## config.mk

```make
export PLATFORM = sky130hd
export DESIGN_NAME = gb_cpu_decoder
export DESIGN_NICKNAME = d
export VERILOG_FILES = /design/src/rtl/gb_cpu_common_pkg.sv /design/src/rtl/gb_cpu_cb_decode.sv /design/src/rtl/gb_cpu_decoder.sv
export SDC_FILE = /design/constraint.sdc
export NUM_CORES = 1
export LEC_CHECK = 0
export ABC_AREA = 1
export ABC_CLOCK_PERIOD_IN_PS = 3100
export CORE_MARGIN = 2
export CORE_UTILIZATION = 51
export CTS_CLUSTER_SIZE = 40
export DETAILED_ROUTE_END_ITERATION = 7
export PLACE_DENSITY = 0.82
export SLEW_MARGIN = 20
export SYNTH_ARGS = -nofsm -noshare
export SYNTH_HDL_FRONTEND = slang
export SYNTH_SLANG_ARGS = --single-unit
```

## constraint.sdc

```tcl
create_clock -name clk -period 3.1 [get_ports clk]
set_input_delay 0.465 -clock clk [delete_from_list [all_inputs] [get_ports clk]]
set_output_delay 0.465 -clock clk [all_outputs]
set_load 0.05 [all_outputs]
```

## src/rtl/gb_cpu_common_pkg.sv

```systemverilog
// rtl/gb_cpu_common_pkg.sv - shared decode types and register/condition encodings for the SM83 decoder
package gb_cpu_common_pkg;

  typedef enum logic [4:0] {
    OP_NOP,
    OP_LD8,
    OP_LD16,
    OP_ALU8,
    OP_ALU16,
    OP_INCDEC8,
    OP_ROTA,
    OP_JUMP,
    OP_CALL,
    OP_RET,
    OP_RST,
    OP_STACK,
    OP_MISC,
    OP_CB_SHIFT,
    OP_CB_BIT,
    OP_CB_RES,
    OP_CB_SET,
    OP_ILLEGAL
  } op_class_t;

  localparam logic [2:0] R8_B      = 3'd0;
  localparam logic [2:0] R8_C      = 3'd1;
  localparam logic [2:0] R8_D      = 3'd2;
  localparam logic [2:0] R8_E      = 3'd3;
  localparam logic [2:0] R8_H      = 3'd4;
  localparam logic [2:0] R8_L      = 3'd5;
  localparam logic [2:0] R8_HL_IND = 3'd6;
  localparam logic [2:0] R8_A      = 3'd7;

  localparam logic [1:0] R16_BC = 2'd0;
  localparam logic [1:0] R16_DE = 2'd1;
  localparam logic [1:0] R16_HL = 2'd2;
  localparam logic [1:0] R16_SP = 2'd3;

  localparam logic [1:0] COND_NZ = 2'd0;
  localparam logic [1:0] COND_Z  = 2'd1;
  localparam logic [1:0] COND_NC = 2'd2;
  localparam logic [1:0] COND_C  = 2'd3;

  typedef struct packed {
    op_class_t   op_class;
    logic [2:0]  alu_op;
    logic [2:0]  dst_reg;
    logic [2:0]  src_reg;
    logic [1:0]  r16_sel;
    logic [1:0]  cond;
    logic        is_cond;
    logic [2:0]  bit_idx;
    logic [7:0]  imm8;
    logic [15:0] imm16;
    logic [1:0]  length;
    logic [2:0]  mcycles;
    logic [2:0]  mcycles_taken;
    logic        cb_prefix;
    logic        illegal;
  } decode_t;

  function automatic decode_t decode_nop();
    decode_t d;
    d               = '0;
    d.op_class      = OP_NOP;
    d.length        = 2'd1;
    d.mcycles       = 3'd1;
    d.mcycles_taken = 3'd1;
    return d;
  endfunction

endpackage

```

## src/rtl/gb_cpu_cb_decode.sv

```systemverilog
// rtl/gb_cpu_cb_decode.sv - combinational decoder for the 0xCB-prefixed opcode table
module gb_cpu_cb_decode
  import gb_cpu_common_pkg::*;
(
  input  logic [7:0] cb_byte,
  input  logic [7:0] tail_byte,
  output decode_t    cb_dec
);

  always_comb begin
    cb_dec           = decode_nop();
    cb_dec.cb_prefix = 1'b1;
    cb_dec.length    = 2'd2;
    cb_dec.alu_op    = cb_byte[5:3];
    cb_dec.bit_idx   = cb_byte[5:3];
    cb_dec.dst_reg   = cb_byte[2:0];
    cb_dec.src_reg   = cb_byte[2:0];
    cb_dec.imm8      = cb_byte;
    cb_dec.imm16     = {tail_byte, cb_byte};

    unique case (cb_byte[7:6])
      2'b00:   cb_dec.op_class = OP_CB_SHIFT;
      2'b01:   cb_dec.op_class = OP_CB_BIT;
      2'b10:   cb_dec.op_class = OP_CB_RES;
      default: cb_dec.op_class = OP_CB_SET;
    endcase

    // BIT on (HL) only reads memory, the others read-modify-write it
    if (cb_byte[2:0] == R8_HL_IND)
      cb_dec.mcycles = (cb_byte[7:6] == 2'b01) ? 3'd3 : 3'd4;
    else
      cb_dec.mcycles = 3'd2;
    cb_dec.mcycles_taken = cb_dec.mcycles;
  end

endmodule

```

## src/rtl/gb_cpu_decoder.sv

```systemverilog
// rtl/gb_cpu_decoder.sv - registered SM83 instruction decoder (base + CB tables)
// Define DECODER_TRACE_EN to print a per-cycle mnemonic trace in simulation.
module gb_cpu_decoder
  import gb_cpu_common_pkg::*;
(
  input  logic        clk,
  input  logic        rst_n,
  input  logic [23:0] instruction,
  output logic [4:0]  op_class,
  output logic [2:0]  alu_op,
  output logic [2:0]  dst_reg,
  output logic [2:0]  src_reg,
  output logic [1:0]  r16_sel,
  output logic [1:0]  cond,
  output logic        is_cond,
  output logic [2:0]  bit_idx,
  output logic [7:0]  imm8,
  output logic [15:0] imm16,
  output logic [1:0]  length,
  output logic [2:0]  mcycles,
  output logic [2:0]  mcycles_taken,
  output logic        cb_prefix,
  output logic        illegal
);

  logic [7:0] byte0, byte1, byte2;
  logic [2:0] op_y, op_z;
  logic [1:0] op_p;
  logic       op_q;

  assign byte0 = instruction[23:16];
  assign byte1 = instruction[15:8];
  assign byte2 = instruction[7:0];
  assign op_y  = byte0[5:3];
  assign op_z  = byte0[2:0];
  assign op_p  = byte0[5:4];
  assign op_q  = byte0[3];

  decode_t base_dec, cb_dec, dec_d, dec_q;

  gb_cpu_cb_decode u_cb_decode (
    .cb_byte   (byte1),
    .tail_byte (byte2),
    .cb_dec    (cb_dec)
  );

  // Opcode split as x=[7:6], y=[5:3], z=[2:0], p=[5:4], q=[3]
  always_comb begin
    base_dec         = decode_nop();
    base_dec.alu_op  = op_y;
    base_dec.r16_sel = op_p;
    base_dec.imm8    = byte1;
    base_dec.imm16   = {byte2, byte1};

    unique case (byte0[7:6])
      2'b00: begin
        unique case (op_z)
          3'd0: begin
            if (op_y == 3'd1) begin
              base_dec.op_class = OP_LD16;
              base_dec.length   = 2'd3;
              base_dec.mcycles  = 3'd5;
            end else if (op_y == 3'd2) begin
              base_dec.op_class = OP_MISC;
              base_dec.length   = 2'd2;
            end else if (op_y == 3'd3) begin
              base_dec.op_class = OP_JUMP;
              base_dec.length   = 2'd2;
              base_dec.mcycles  = 3'd3;
            end else if (op_y[2]) begin
              base_dec.op_class      = OP_JUMP;
              base_dec.length        = 2'd2;
              base_dec.is_cond       = 1'b1;
              base_dec.cond          = op_y[1:0];
              base_dec.mcycles       = 3'd2;
              base_dec.mcycles_taken = 3'd3;
            end
          end
          3'd1: begin
            if (!op_q) begin
              base_dec.op_class = OP_LD16;
              base_dec.length   = 2'd3;
              base_dec.mcycles  = 3'd3;
            end else begin
              base_dec.op_class = OP_ALU16;
              base_dec.mcycles  = 3'd2;
            end
          end
          3'd2: begin
            base_dec.op_class = OP_LD8;
            base_dec.mcycles  = 3'd2;
            if (op_q) base_dec.dst_reg = R8_A;
            else      base_dec.src_reg = R8_A;
          end
          3'd3: begin
            base_dec.op_class = OP_ALU16;
            base_dec.mcycles  = 3'd2;
          end
          3'd4, 3'd5: begin
            base_dec.op_class = OP_INCDEC8;
            base_dec.dst_reg  = op_y;
            base_dec.src_reg  = op_y;
            base_dec.mcycles  = (op_y == R8_HL_IND) ? 3'd3 : 3'd1;
          end
          3'd6: begin
            base_dec.op_class = OP_LD8;
            base_dec.dst_reg  = op_y;
            base_dec.length   = 2'd2;
            base_dec.mcycles  = (op_y == R8_HL_IND) ? 3'd3 : 3'd2;
          end
          default: begin
            base_dec.op_class = op_y[2] ? OP_MISC : OP_ROTA;
          end
        endcase
      end

      2'b01: begin
        // The (HL),(HL) slot of the LD block is HALT
        if (byte0 == 8'h76) begin
          base_dec.op_class = OP_MISC;
        end else begin
          base_dec.op_class = OP_LD8;
          base_dec.dst_reg  = op_y;
          base_dec.src_reg  = op_z;
          base_dec.mcycles  = (op_y == R8_HL_IND || op_z == R8_HL_IND) ? 3'd2 : 3'd1;
        end
      end

      2'b10: begin
        base_dec.op_class = OP_ALU8;
        base_dec.dst_reg  = R8_A;
        base_dec.src_reg  = op_z;
        base_dec.mcycles  = (op_z == R8_HL_IND) ? 3'd2 : 3'd1;
      end

      default: begin
        unique case (op_z)
          3'd0: begin
            if (!op_y[2]) begin
              base_dec.op_class      = OP_RET;
              base_dec.is_cond       = 1'b1;
              base_dec.cond          = op_y[1:0];
              base_dec.mcycles       = 3'd2;
              base_dec.mcycles_taken = 3'd5;
            end else if (op_y == 3'd4 || op_y == 3'd6) begin
              base_dec.op_class = OP_LD8;
              base_dec.length   = 2'd2;
              base_dec.mcycles  = 3'd3;
              if (op_y == 3'd6) base_dec.dst_reg = R8_A;
              else              base_dec.src_reg = R8_A;
            end else if (op_y == 3'd5) begin
              base_dec.op_class = OP_ALU16;
              base_dec.r16_sel  = R16_SP;
              base_dec.length   = 2'd2;
              base_dec.mcycles  = 3'd4;
            end else begin
              base_dec.op_class = OP_LD16;
              base_dec.r16_sel  = R16_HL;
              base_dec.length   = 2'd2;
              base_dec.mcycles  = 3'd3;
            end
          end
          3'd1: begin
            if (!op_q) begin
              base_dec.op_class = OP_STACK;
              base_dec.mcycles  = 3'd3;
            end else if (op_p[1] == 1'b0) begin
              base_dec.op_class = OP_RET;
              base_dec.mcycles  = 3'd4;
            end else if (op_p == 2'd2) begin
              base_dec.op_class = OP_JUMP;
              base_dec.r16_sel  = R16_HL;
            end else begin
              base_dec.op_class = OP_LD16;
              base_dec.r16_sel  = R16_SP;
              base_dec.mcycles  = 3'd2;
            end
          end
          3'd2: begin
            if (!op_y[2]) begin
              base_dec.op_class      = OP_JUMP;
              base_dec.length        = 2'd3;
              base_dec.is_cond       = 1'b1;
              base_dec.cond          = op_y[1:0];
              base_dec.mcycles       = 3'd3;
              base_dec.mcycles_taken = 3'd4;
            end else begin
              base_dec.op_class = OP_LD8;
              base_dec.length   = op_y[0] ? 2'd3 : 2'd1;
              base_dec.mcycles  = op_y[0] ? 3'd4 : 3'd2;
              if (op_y[1]) base_dec.dst_reg = R8_A;
              else         base_dec.src_reg = R8_A;
            end
          end
          3'd3: begin
            if (op_y == 3'd0) begin
              base_dec.op_class = OP_JUMP;
              base_dec.length   = 2'd3;
              base_dec.mcycles  = 3'd4;
            end else if (op_y == 3'd6 || op_y == 3'd7) begin
              base_dec.op_class = OP_MISC;
            end else if (op_y != 3'd1) begin
              base_dec.op_class = OP_ILLEGAL;
              base_dec.illegal  = 1'b1;
            end
          end
          3'd4: begin
            if (!op_y[2]) begin
              base_dec.op_class      = OP_CALL;
              base_dec.length        = 2'd3;
              base_dec.is_cond       = 1'b1;
              base_dec.cond          = op_y[1:0];
              base_dec.mcycles       = 3'd3;
              base_dec.mcycles_taken = 3'd6;
            end else begin
              base_dec.op_class = OP_ILLEGAL;
              base_dec.illegal  = 1'b1;
            end
          end
          3'd5: begin
            if (!op_q) begin
              base_dec.op_class = OP_STACK;
              base_dec.mcycles  = 3'd4;
            end else if (op_p == 2'd0) begin
              base_dec.op_class = OP_CALL;
              base_dec.length   = 2'd3;
              base_dec.mcycles  = 3'd6;
            end else begin
              base_dec.op_class = OP_ILLEGAL;
              base_dec.illegal  = 1'b1;
            end
          end
          3'd6: begin
            base_dec.op_class = OP_ALU8;
            base_dec.dst_reg  = R8_A;
            base_dec.length   = 2'd2;
            base_dec.mcycles  = 3'd2;
          end
          default: begin
            base_dec.op_class = OP_RST;
            base_dec.imm8     = {2'b00, op_y, 3'b000};
            base_dec.mcycles  = 3'd4;
          end
        endcase
      end
    endcase

    if (!base_dec.is_cond) base_dec.mcycles_taken = base_dec.mcycles;
  end

  assign dec_d = (byte0 == 8'hCB) ? cb_dec : base_dec;

  always_ff @(posedge clk) begin
    if (!rst_n) dec_q <= decode_nop();
    else        dec_q <= dec_d;
  end

  assign op_class      = dec_q.op_class;
  assign alu_op        = dec_q.alu_op;
  assign dst_reg       = dec_q.dst_reg;
  assign src_reg       = dec_q.src_reg;
  assign r16_sel       = dec_q.r16_sel;
  assign cond          = dec_q.cond;
  assign is_cond       = dec_q.is_cond;
  assign bit_idx       = dec_q.bit_idx;
  assign imm8          = dec_q.imm8;
  assign imm16         = dec_q.imm16;
  assign length        = dec_q.length;
  assign mcycles       = dec_q.mcycles;
  assign mcycles_taken = dec_q.mcycles_taken;
  assign cb_prefix     = dec_q.cb_prefix;
  assign illegal       = dec_q.illegal;

`ifdef DECODER_TRACE_EN
  function automatic string r8_name(input logic [2:0] r);
    case (r)
      R8_B: return "B";
      R8_C: return "C";
      R8_D: return "D";
      R8_E: return "E";
      R8_H: return "H";
      R8_L: return "L";
      R8_HL_IND: return "(HL)";
      default: return "A";
    endcase
  endfunction

  function automatic string r16_name(input logic [1:0] r);
    case (r)
      R16_BC: return "BC";
      R16_DE: return "DE";
      R16_HL: return "HL";
      default: return "SP";
    endcase
  endfunction

  function automatic string cond_name(input logic [1:0] c);
    case (c)
      COND_NZ: return "NZ";
      COND_Z:  return "Z";
      COND_NC: return "NC";
      default: return "C";
    endcase
  endfunction

  function automatic string alu_name(input logic [2:0] a, input logic cb);
    string alu_tab [8] = '{"ADD", "ADC", "SUB", "SBC", "AND", "XOR", "OR", "CP"};
    string shf_tab [8] = '{"RLC", "RRC", "RL", "RR", "SLA", "SRA", "SWAP", "SRL"};
    return cb ? shf_tab[a] : alu_tab[a];
  endfunction

  function automatic string trace_text(input logic [7:0] op, input decode_t d);
    case (d.op_class)
      OP_ILLEGAL:  return "ILLEGAL";
      OP_NOP:      return "NOP";
      OP_CB_SHIFT: return $sformatf("%s %s", alu_name(d.alu_op, 1'b1), r8_name(d.src_reg));
      OP_CB_BIT:   return $sformatf("BIT %0d, %s", d.bit_idx, r8_name(d.src_reg));
      OP_CB_RES:   return $sformatf("RES %0d, %s", d.bit_idx, r8_name(d.src_reg));
      OP_CB_SET:   return $sformatf("SET %0d, %s", d.bit_idx, r8_name(d.src_reg));
      OP_LD8: begin
        if (op[7:6] == 2'b01) return $sformatf("LD %s, %s", r8_name(d.dst_reg), r8_name(d.src_reg));
        if (op[7:6] == 2'b00 && op[2:0] == 3'd6) return $sformatf("LD %s, n8", r8_name(d.dst_reg));
        return "LD8";
      end
      OP_LD16: begin
        if (op[7:6] == 2'b00 && op[3:0] == 4'h1) return $sformatf("LD %s, n16", r16_name(d.r16_sel));
        return "LD16";
      end
      OP_ALU8:    return $sformatf("%s A, %s", alu_name(d.alu_op, 1'b0), op[6] ? "n8" : r8_name(d.src_reg));
      OP_INCDEC8: return $sformatf("%s %s", op[0] ? "DEC" : "INC", r8_name(d.dst_reg));
      OP_JUMP, OP_CALL, OP_RET: begin
        string base;
        base = (d.op_class == OP_CALL) ? "CALL" : (d.op_class == OP_RET) ? "RET" :
               (d.length == 2'd2) ? "JR" : "JP";
        return d.is_cond ? $sformatf("%s %s", base, cond_name(d.cond)) : base;
      end
      OP_RST:  return $sformatf("RST %02Hh", d.imm8);
      OP_MISC: return (op == 8'h76) ? "HALT" : "MISC";
      default: return d.op_class.name();
    endcase
  endfunction

  always @(posedge clk) begin
    if (rst_n)
      $display("[decode] %02h %02h %02h  %-14s len=%0d mc=%0d/%0d", byte0, byte1, byte2,
               trace_text(byte0, dec_d), dec_d.length, dec_d.mcycles, dec_d.mcycles_taken);
  end
`endif

endmodule

```

## Word-level counts from Yosys, hierarchy flattened

Index checks and enable logic that the tools add are counted.

| storage, ports and cells | value |
|---|---|
| memory bits (read-only) | 0 |
| latch bits | 0 |
| memory bits (writable) | 0 |
| input bits | 26 |
| memories kept | 0 |
| logic and storage cells | 174 |
| output and inout port bits | 56 |
| bits in registers | 56 |

| operators by class | value |
|---|---|
| multiply operators | 0 |
| shift operators | 0 |
| divide/modulo/power cells | 0 |
| $lt $le $gt $ge | 0 |
| reduce and logical (&&, ||, !) cells | 19 |
| bitwise operators | 1 |
| add/sub/neg operators | 0 |
| muxes and demuxes | 117 |
| equality and inequality tests | 22 |

Operator list:

| cell | number |
|---|---|
| $mux W5 | 22 |
| $mux W3 | 33 |
| $mux W8 | 10 |
| $mux W56 | 1 |
| $pmux W5 S7 | 1 |
| $pmux W3 S2 | 5 |
| $pmux W5 S3 | 2 |
| $pmux W3 S3 | 3 |
| $mux W2 | 13 |
| $pmux W5 S5 | 1 |
| $eq A3 B3 Y1 const B | 8 |
| $mux W6 | 4 |
| $pmux W3 S7 | 1 |
| $pmux W6 S3 | 1 |
| $pmux W3 S5 | 1 |
| $eq A3 B2 Y1 const B | 4 |
| $mux W1 | 12 |
| $pmux W2 S6 | 1 |
| $reduce_or A2 Y1 | 5 |
| $reduce_or A3 Y1 | 3 |
| $eq A8 B7 Y1 const B | 1 |
| $eq A8 B8 Y1 const B | 1 |
| $mux W4 | 2 |
| $pmux W2 S2 | 2 |
| 13 further kinds | 22 |

## Logic depth before layout (Yosys ltp)

Gate-level depths: netlist of the first run.

| logic depth | value |
|---|---|
| depth in word-level cells | 17 |
| gate-level depth with buffers | 12 |
| depth with buffers taken out | 11 |

## Hierarchy

Synthesis of the first run repeated with hierarchy kept, for this count alone.

| second synthesis, totals | value |
|---|---|
| cells, all modules | 496 |
| area total of the unflattened synthesis | 3,374.5 um^2 |

By module, submodules not included:

| module | cells each | seq. area each (um^2) | times used | area an instance (um^2) |
|---|---|---|---|---|
| gb_cpu_decoder | 430 | 1,121.1 | 1 | 2,899.0 |
| gb_cpu_cb_decode | 66 | 0.0 | 1 | 475.5 |

## Worst setup path before layout of the first run

No wires, ideal clock.

| path | value |
|---|---|
| kind | input-to-reg |
| from | input port instruction[22] |
| to | register dec_q, in the netlist op_class[3] |
| buffers on the path | 1 |
| library setup time | 0.057 ns |
| cell stages on the path | 8 |
| data arrival time | 1.473 ns |
| slack | 1.570 ns |
| data required time | 3.043 ns |
| cell sequence | ha_1 > inv_1 > buf_1 > nand3_1 > o21ai_1 > nand3b_1 > nand2_1 > inv_1 |

| between the ends | value |
|---|---|
| longest elaborated chain between the ends | 4 |
| elaborated cells between the ends (all ways) | 8 |
| those cells by class | 4 x eq/ne; 3 x mux; 1 x reduce/logical |

RTL lines:

| item | line | text |
|---|---|---|
| start: declaration | gb_cpu_decoder.sv:8 | `input logic [23:0] instruction,` |
| $eq A8 B7 Y1 | gb_cpu_decoder.sv:119 | `if (byte0 == 8'h76) begin` |
| $mux W4 | gb_cpu_decoder.sv:119 |  |
| $pmux W5 S3 | gb_cpu_decoder.sv:55 | `unique case (byte0[7:6])` |
| $mux W56 (*) | gb_cpu_decoder.sv:251 | `assign dec_d = (byte0 == 8'hCB) ? cb_dec : base_dec;` |
| end signal: assignment | gb_cpu_decoder.sv:254 | `if (!rst_n) dec_q <= decode_nop();` |
| end: declaration | gb_cpu_decoder.sv:39 | `decode_t base_dec, cb_dec, dec_d, dec_q;` |

Every way passes the cells marked *; elsewhere a longest branch is shown, timed or not.
A chain may end at the register's enable or synchronous reset.

## Final worst setup path of the first run

| path | value |
|---|---|
| from | input port instruction[22] |
| to | register dec_q, in the netlist cond[0] |

| between the ends | value |
|---|---|
| longest elaborated chain between the ends | 3 |
| elaborated cells between the ends (all ways) | 7 |
| those cells by class | 3 x eq/ne; 1 x mux; 3 x reduce/logical |

RTL lines:

| item | line |
|---|---|
| $eq A2 B2 Y1 / $eq A2 B1 Y1 (equally long branches) | gb_cpu_decoder.sv:55 |
| $reduce_or A2 Y1 (no source line) | n/a |
| $pmux W3 S2 | gb_cpu_decoder.sv:55 |

Parallel ways exist; a longest one is shown, timed or not.

==> flow_summary_export.csv, run 1 <==
group,metric,value,unit
cts,cts_buffer_depth,2,
die,die_h,77.87,um
synth,synth_common_cells,"nand2_1, dfxtp_1, inv_1, nor2_1, o21ai_0",
global_routing,grtUsageTotal,31.47,%
route,vias,3104,
power_and_ir_drop,p_per_area,426.7,nW/um^2
cells_and_area,fin_area,3746,um^2
critical_path,critPathLaunchType,"input port",
die,rows,26,
power_and_ir_drop,leakagePower,1.786,nW
placement,dp_cells,545,
placement,gp_congestion,1.032,
cts,clkTransAtPathRegs,0.10,ns
sta,slew_headroom,56.89,%
die,core-area,5172,um^2
die,fp.dieArea,6063,um^2
synth,yosysMostFrequentCell,"nand2_1",
placement,dp_hpwl,7235,um
cells_and_area,fin_cells,553,
synth,netlist_area,2783,um^2
synth,synthFlopType,"dfxtp_1",
cells_and_area,largest_register_ffs,16,
hold_path,worstHoldPathType,"input port to register",
cts,cts_tree,"done",
sta,hold_viol_final,0,
sta,fmax,436.7,MHz
cts,cts_resized,0,
placement,io_buffer_count,81,
synth,yosysTopAreaCellShare,40.29,%
flow_run,drv_cap,0,
die,io_pins,82,
synth,ys_seq_area_share,40.29,%
route,routedWlPerCell,16.55,um
synth,yosys_warnings,0,
run_status,outcome,"complete, no violations",
cts,cts_setup_buffers,0,
synth,yosysUniqueCellTypes,33,
route,drc,0,
synth,syn_nets,435,
critical_path,arrival,2.54,ns
placement,dp_slack,0.5153,ns
sta,fin_crit,2.290,ns
global_routing,antenna_found_initial,0,
synth,syn_avg_cell_area,6.939,um^2
cells_and_area,antenna_cells,0,
synth,synthCells,401,
cts,ctsHtreeMaxLevel,2,
route,wl,9151,um
cells_and_area,final_layout_size_suffix_gt1_share,8.696,%
synth,synth_seq_cells,56,
global_routing,grt_max_degree,19,
global_routing,grt_pass1_vias,2958,
cts,ctsHoldBuffers,0,
critical_path,critical_path_class,"input port to register",
route,drt-initial-drc-count,289,
die,initial_core_util,53.80,%
global_routing,gr-total-overflow,0,
route,ant_nets,0,
sta,final-setup-viol-count,0,
critical_path,critical_path_required,3.35,ns
placement,dpl-instance-area,3657,um^2
power_and_ir_drop,peakVddDrop,0.0002346,V
cts,cts_made_buffers,5,
die,fp.dieW,77.87,um
critical_path,end_kind,"register",
synth,yosys.area.top_type,"dfxtp_1",
sta,final.setup.worst_slack,0.8102,ns
critical_path,crit_fanout,9,
route,drtPass1Iterations,5,
synth,ys_top_cells_by_area,"dfxtp_1, nand2_1, inv_1",
cells_and_area,final_nets,516,
synth,async_flop_share,0,%
cts,clock-sinks,56,
cells_and_area,area_growth,34.62,%
sta,rsz0062_at_grt,"false",
sta,fin_crit_sh,73.87,%
route,drt-vias-per-instance,5.613,
sta,worst_pin_slew,0.6446,ns
synth,synth-edff-count,0,
sta,drv_slew,0,
sta,setup_tns,0,ns
cts,root_buffer,"clkbuf_8",
global_routing,grt_pass1_wl,14920,um
## worst paths after layout
| kind | from | end | slack, ns | cells past startpoint |
|---|---|---|---|---|
| min | instruction[1] | imm16[9] | 0.68 | 3 |
| max | instruction[22] | cond[0] | 0.81 | 9 |
## placed cells by master, fill, tap and decap left out
master           instances
nand2_1                103
clkdlybuf4s50_1         81
dfxtp_1                 56
inv_1                   41
nor2_1                  41
o21ai_0                 25
nand3_1                 24
a21oi_1                 20
inv_2                   10
nand4_1                  9
ha_1                     8
buf_4                    8
o21ai_1                  7
o22ai_1                  6
nand2_2                  5
clkbuf_8                 5
nor2_2                   4
a31oi_1                  4
and3_1                   4
nor2_4                   3
nor3_1                   3
o211ai_1                 2
nor3_2                   2
o21a_1                   2
nand3_4                  1
nand3_2                  1
clkinv_1                 1
a21boi_1                 1
nand2_4                  1
nand3b_1                 1
a22o_1                   1
clkinv_4                 1
clkbuf_1                 1
clkinvlp_4               1
## per-stage QoR
step | hold WS, ns | utilization, % | power, mW
detailed placement | 1.008 | 70.71 | 1.217
CTS | 0.6830 | 72.42 | 1.597
global placement | 0.9991 | 70.71 | 1.212
global route | 0.7004 | 72.42 | 1.664
finish | 0.6790 | 72.42 | 1.598
floorplan | 0.5626 | - | 1.056
## routing by layer
metal	global-route usage, %	wire length [um]
met5	0	0
met4	18.75	586
met3	6.744	880
met2	52.41	4251
met1	36.97	3432
## where the power goes
part	switching (mW)	internal, mW
Clock	0.230	0.161
Combinational	0.296	0.144
Sequential	0.0109	0.755
## cell families after synthesis
group | synth area share (%)
simple gates | 32.82
compound gates | 13.26
buf+inv | 10.03
flops | 40.29
fa+ha+maj | 3.597
## worst max-delay path, stage by stage
cell,delay (ns)
clkdlybuf4s50_1,0.50
ha_1,0.39
inv_1,0.25
nor2_1,0.29
and3_1,0.29
nor2_1,0.11
nor2_2,0.11
inv_2,0.05
nor2_1,0.07
## final cells by class
cell class / count / area, um^2
Clock buffer: 6 / 72.57
Clock inverter: 2 / 16.27
Fill cell: 425 / 1426
Inverter: 52 / 195.2
Multi-Input combinational cell: 278 / 1383
Sequential cell: 56 / 1121
Tap cell: 70 / 87.58
Timing Repair Buffer: 89 / 870.8
Power figures use the tool's default switching activity.
==> run 2, diff against run 1 <==
--- a/config.mk
+++ b/config.mk
@@ -6,12 +6,12 @@
 export NUM_CORES = 1
 export LEC_CHECK = 0
 export ABC_AREA = 1
-export ABC_CLOCK_PERIOD_IN_PS = 3100
+export ABC_CLOCK_PERIOD_IN_PS = 1970
 export CORE_MARGIN = 2
-export CORE_UTILIZATION = 51
+export CORE_UTILIZATION = 43
 export CTS_CLUSTER_SIZE = 40
 export DETAILED_ROUTE_END_ITERATION = 7
-export PLACE_DENSITY = 0.82
+export PLACE_DENSITY = 0.74
 export SLEW_MARGIN = 20
 export SYNTH_ARGS = -nofsm -noshare
 export SYNTH_HDL_FRONTEND = slang
==> constraint.sdc (replaced) <==
create_clock -name clk -period 1.97 [get_ports clk]
set_input_delay 0.2955 -clock clk [delete_from_list [all_inputs] [get_ports clk]]
set_output_delay 0.2955 -clock clk [all_outputs]
set_load 0.05 [all_outputs]
==> flow_summary_export.csv, run 2 (synthesis results as in run 1) <==
group,metric,value,unit
cells_and_area,final_core_util,67.28,%
die,core-area,6314,um^2
die,io_pins,82,
cells_and_area,layout_common_cells,"nand2_1, clkdlybuf4s50_1, buf_4",
cts,clkTransAtPathRegs,0.09,ns
global_routing,grtUsageTotal,28.23,%
global_routing,grt_pass1_vias,3139,
cells_and_area,fillers,536,
cts,root_buffer,"clkbuf_8",
power_and_ir_drop,p_int,1.981,mW
sta,slew_headroom,65.42,%
route,drc,0,
cells_and_area,final_nets,573,
sta,worst_pin_slew,0.5170,ns
critical_path,crit_fanout,6,
global_routing,antenna_found_initial,0,
cells_and_area,antenna_cells,0,
placement,dp_slack,-0.1562,ns
global_routing,grt_busiest_layer,"met2",
flow_run,drv_cap,0,
placement,io_buffer_count,81,
global_routing,grt_pass1_wl,15900,um
sta,final.setup.worst_slack,0.1166,ns
sta,hold_viol_final,0,
power_and_ir_drop,total_power,2.848,mW
power_and_ir_drop,power.switching,866.9,uW
cells_and_area,area_growth,52.65,%
critical_path,slowest_stage,"clkdlybuf4s50_1",
global_routing,gr-total-overflow,0,
cts,cts_buffer_depth,2,
critical_path,critical_path_required,2.18,ns
route,routedWlPerCell,16.38,um
sta,rsz0062_at_grt,"false",
critical_path,critical_path_class,"input port to register",
die,rows,29,
cts,cts_tree,"done",
cts,ctsHoldBuffers,0,
placement,gp_congestion,0.9487,
die,fp.dieW,84.45,um
die,die_h,84.45,um
cells_and_area,largest_register_ffs,16,
hold_path,worstHoldPathType,"input port to register",
route,drt-vias-per-instance,5.157,
placement,dp_hpwl,8394,um
power_and_ir_drop,switching_share,30.44,%
cells_and_area,final_layout_size_suffix_gt1_share,18.37,%
critical_path,end_kind,"register",
die,fp.dieArea,7131,um^2
sta,fmax,539.5,MHz
cts,clock-sinks,56,
cells_and_area,fin_area,4248,um^2
run_status,outcome,"complete, no violations",
route,ant_nets,0,
global_routing,met3_usage,3.736,%
cts,cts_made_buffers,5,
cells_and_area,layout_commonest_cell,"nand2_1",
sta,fin_crit_sh,94.08,%
route,drt-initial-drc-count,190,
critical_path,critPathLaunchType,"input port",
global_routing,use_met2,51.88,%
global_routing,grt_max_degree,19,
power_and_ir_drop,pwr-share-clk,30.2,%
critical_path,critPathMaxStageDelay,0.58,ns
power_and_ir_drop,p_seq_share,42.3,%
sta,fin_crit,1.853,ns
route,drtPass1Iterations,5,
power_and_ir_drop,power_frac_comb,27.5,%
placement,dpl-instance-area,4119,um^2
power_and_ir_drop,leakagePower,2.084,nW
die,initial_core_util,44.07,%
route,wl,10090,um
critical_path,arrival,2.06,ns
sta,holdWs,0.5330,ns
route,vias,3177,
sta,final-setup-viol-count,0,
power_and_ir_drop,peakVddDrop,0.0005774,V
global_routing,grt_util_met1,34.06,%
critical_path,worstPathCellList,"clkdlybuf4s50_1 -> buf_4 -> inv_2 -> nand3_1 -> nand4_1 -> o21ai_0 -> nand3b_1 -> nand2_1 -> inv_1",
cts,cts_resized,0,
cts,cts_setup_buffers,0,
sta,drv_slew,0,
cts,ctsHtreeMaxLevel,2,
power_and_ir_drop,p_per_area,670.5,nW/um^2
[run 2: metrics by stage]
step / std cells / TNS (ns)
3_3_place_gp: 609 / -1.288
4_1_cts: 616 / 0
3_5_place_dp: 609 / -1.626
2_1_floorplan: 401 / 0
6_report: 616 / 0
5_1_grt: 616 / 0
[run 2: layer usage]
metal  up-vias  share of wire (%)
met3        20                7.3
met1      1444                 40
met2       148                 50
met4         0                2.6
met5         -                  0
li1       1565                  -
[run 2: critical path, delay by kind of cell]
kind                   cells  cell delay (ns)
buffers and inverters      4             0.85
AOI/OAI and AO/OA          1             0.33
and+or+nand+nor            4             0.58
[run 2: worst paths after layout]
| kind | startpoint | slack, ns | depth (start not counted) | endpoint |
|---|---|---|---|---|
| hold / removal | instruction[3] | 0.53 | 3 | imm16[11] |
| setup / recovery | instruction[21] | 0.12 | 9 | op_class[3] |
[run 2: final cells by class]
class | count | area, um^2 | share of cell area [%]
multi-input cells | 278 | 1383 | 32.55
repair buffers | 146 | 1324 | 31.16
flip-flops and latches | 56 | 1121 | 26.39
inverters | 52 | 195.2 | 4.595
well taps | 77 | 96.34 | 2.268
clock buffers | 5 | 68.82 | 1.620
clock inverters | 2 | 60.06 | 1.414
[run 2: power groups by stage]
| stage | logic, mW | registers, mW | clock network [mW] |
|---|---|---|---|
| finish | 0.783 | 1.21 | 0.859 |
| global route | 0.829 | 1.21 | 0.909 |
| CTS | 0.777 | 1.21 | 0.857 |
| detailed placement | 0.773 | 1.23 | 0 |
| global placement | 0.768 | 1.23 | 0 |
| floorplan | 0.228 | 1.43 | 0 |
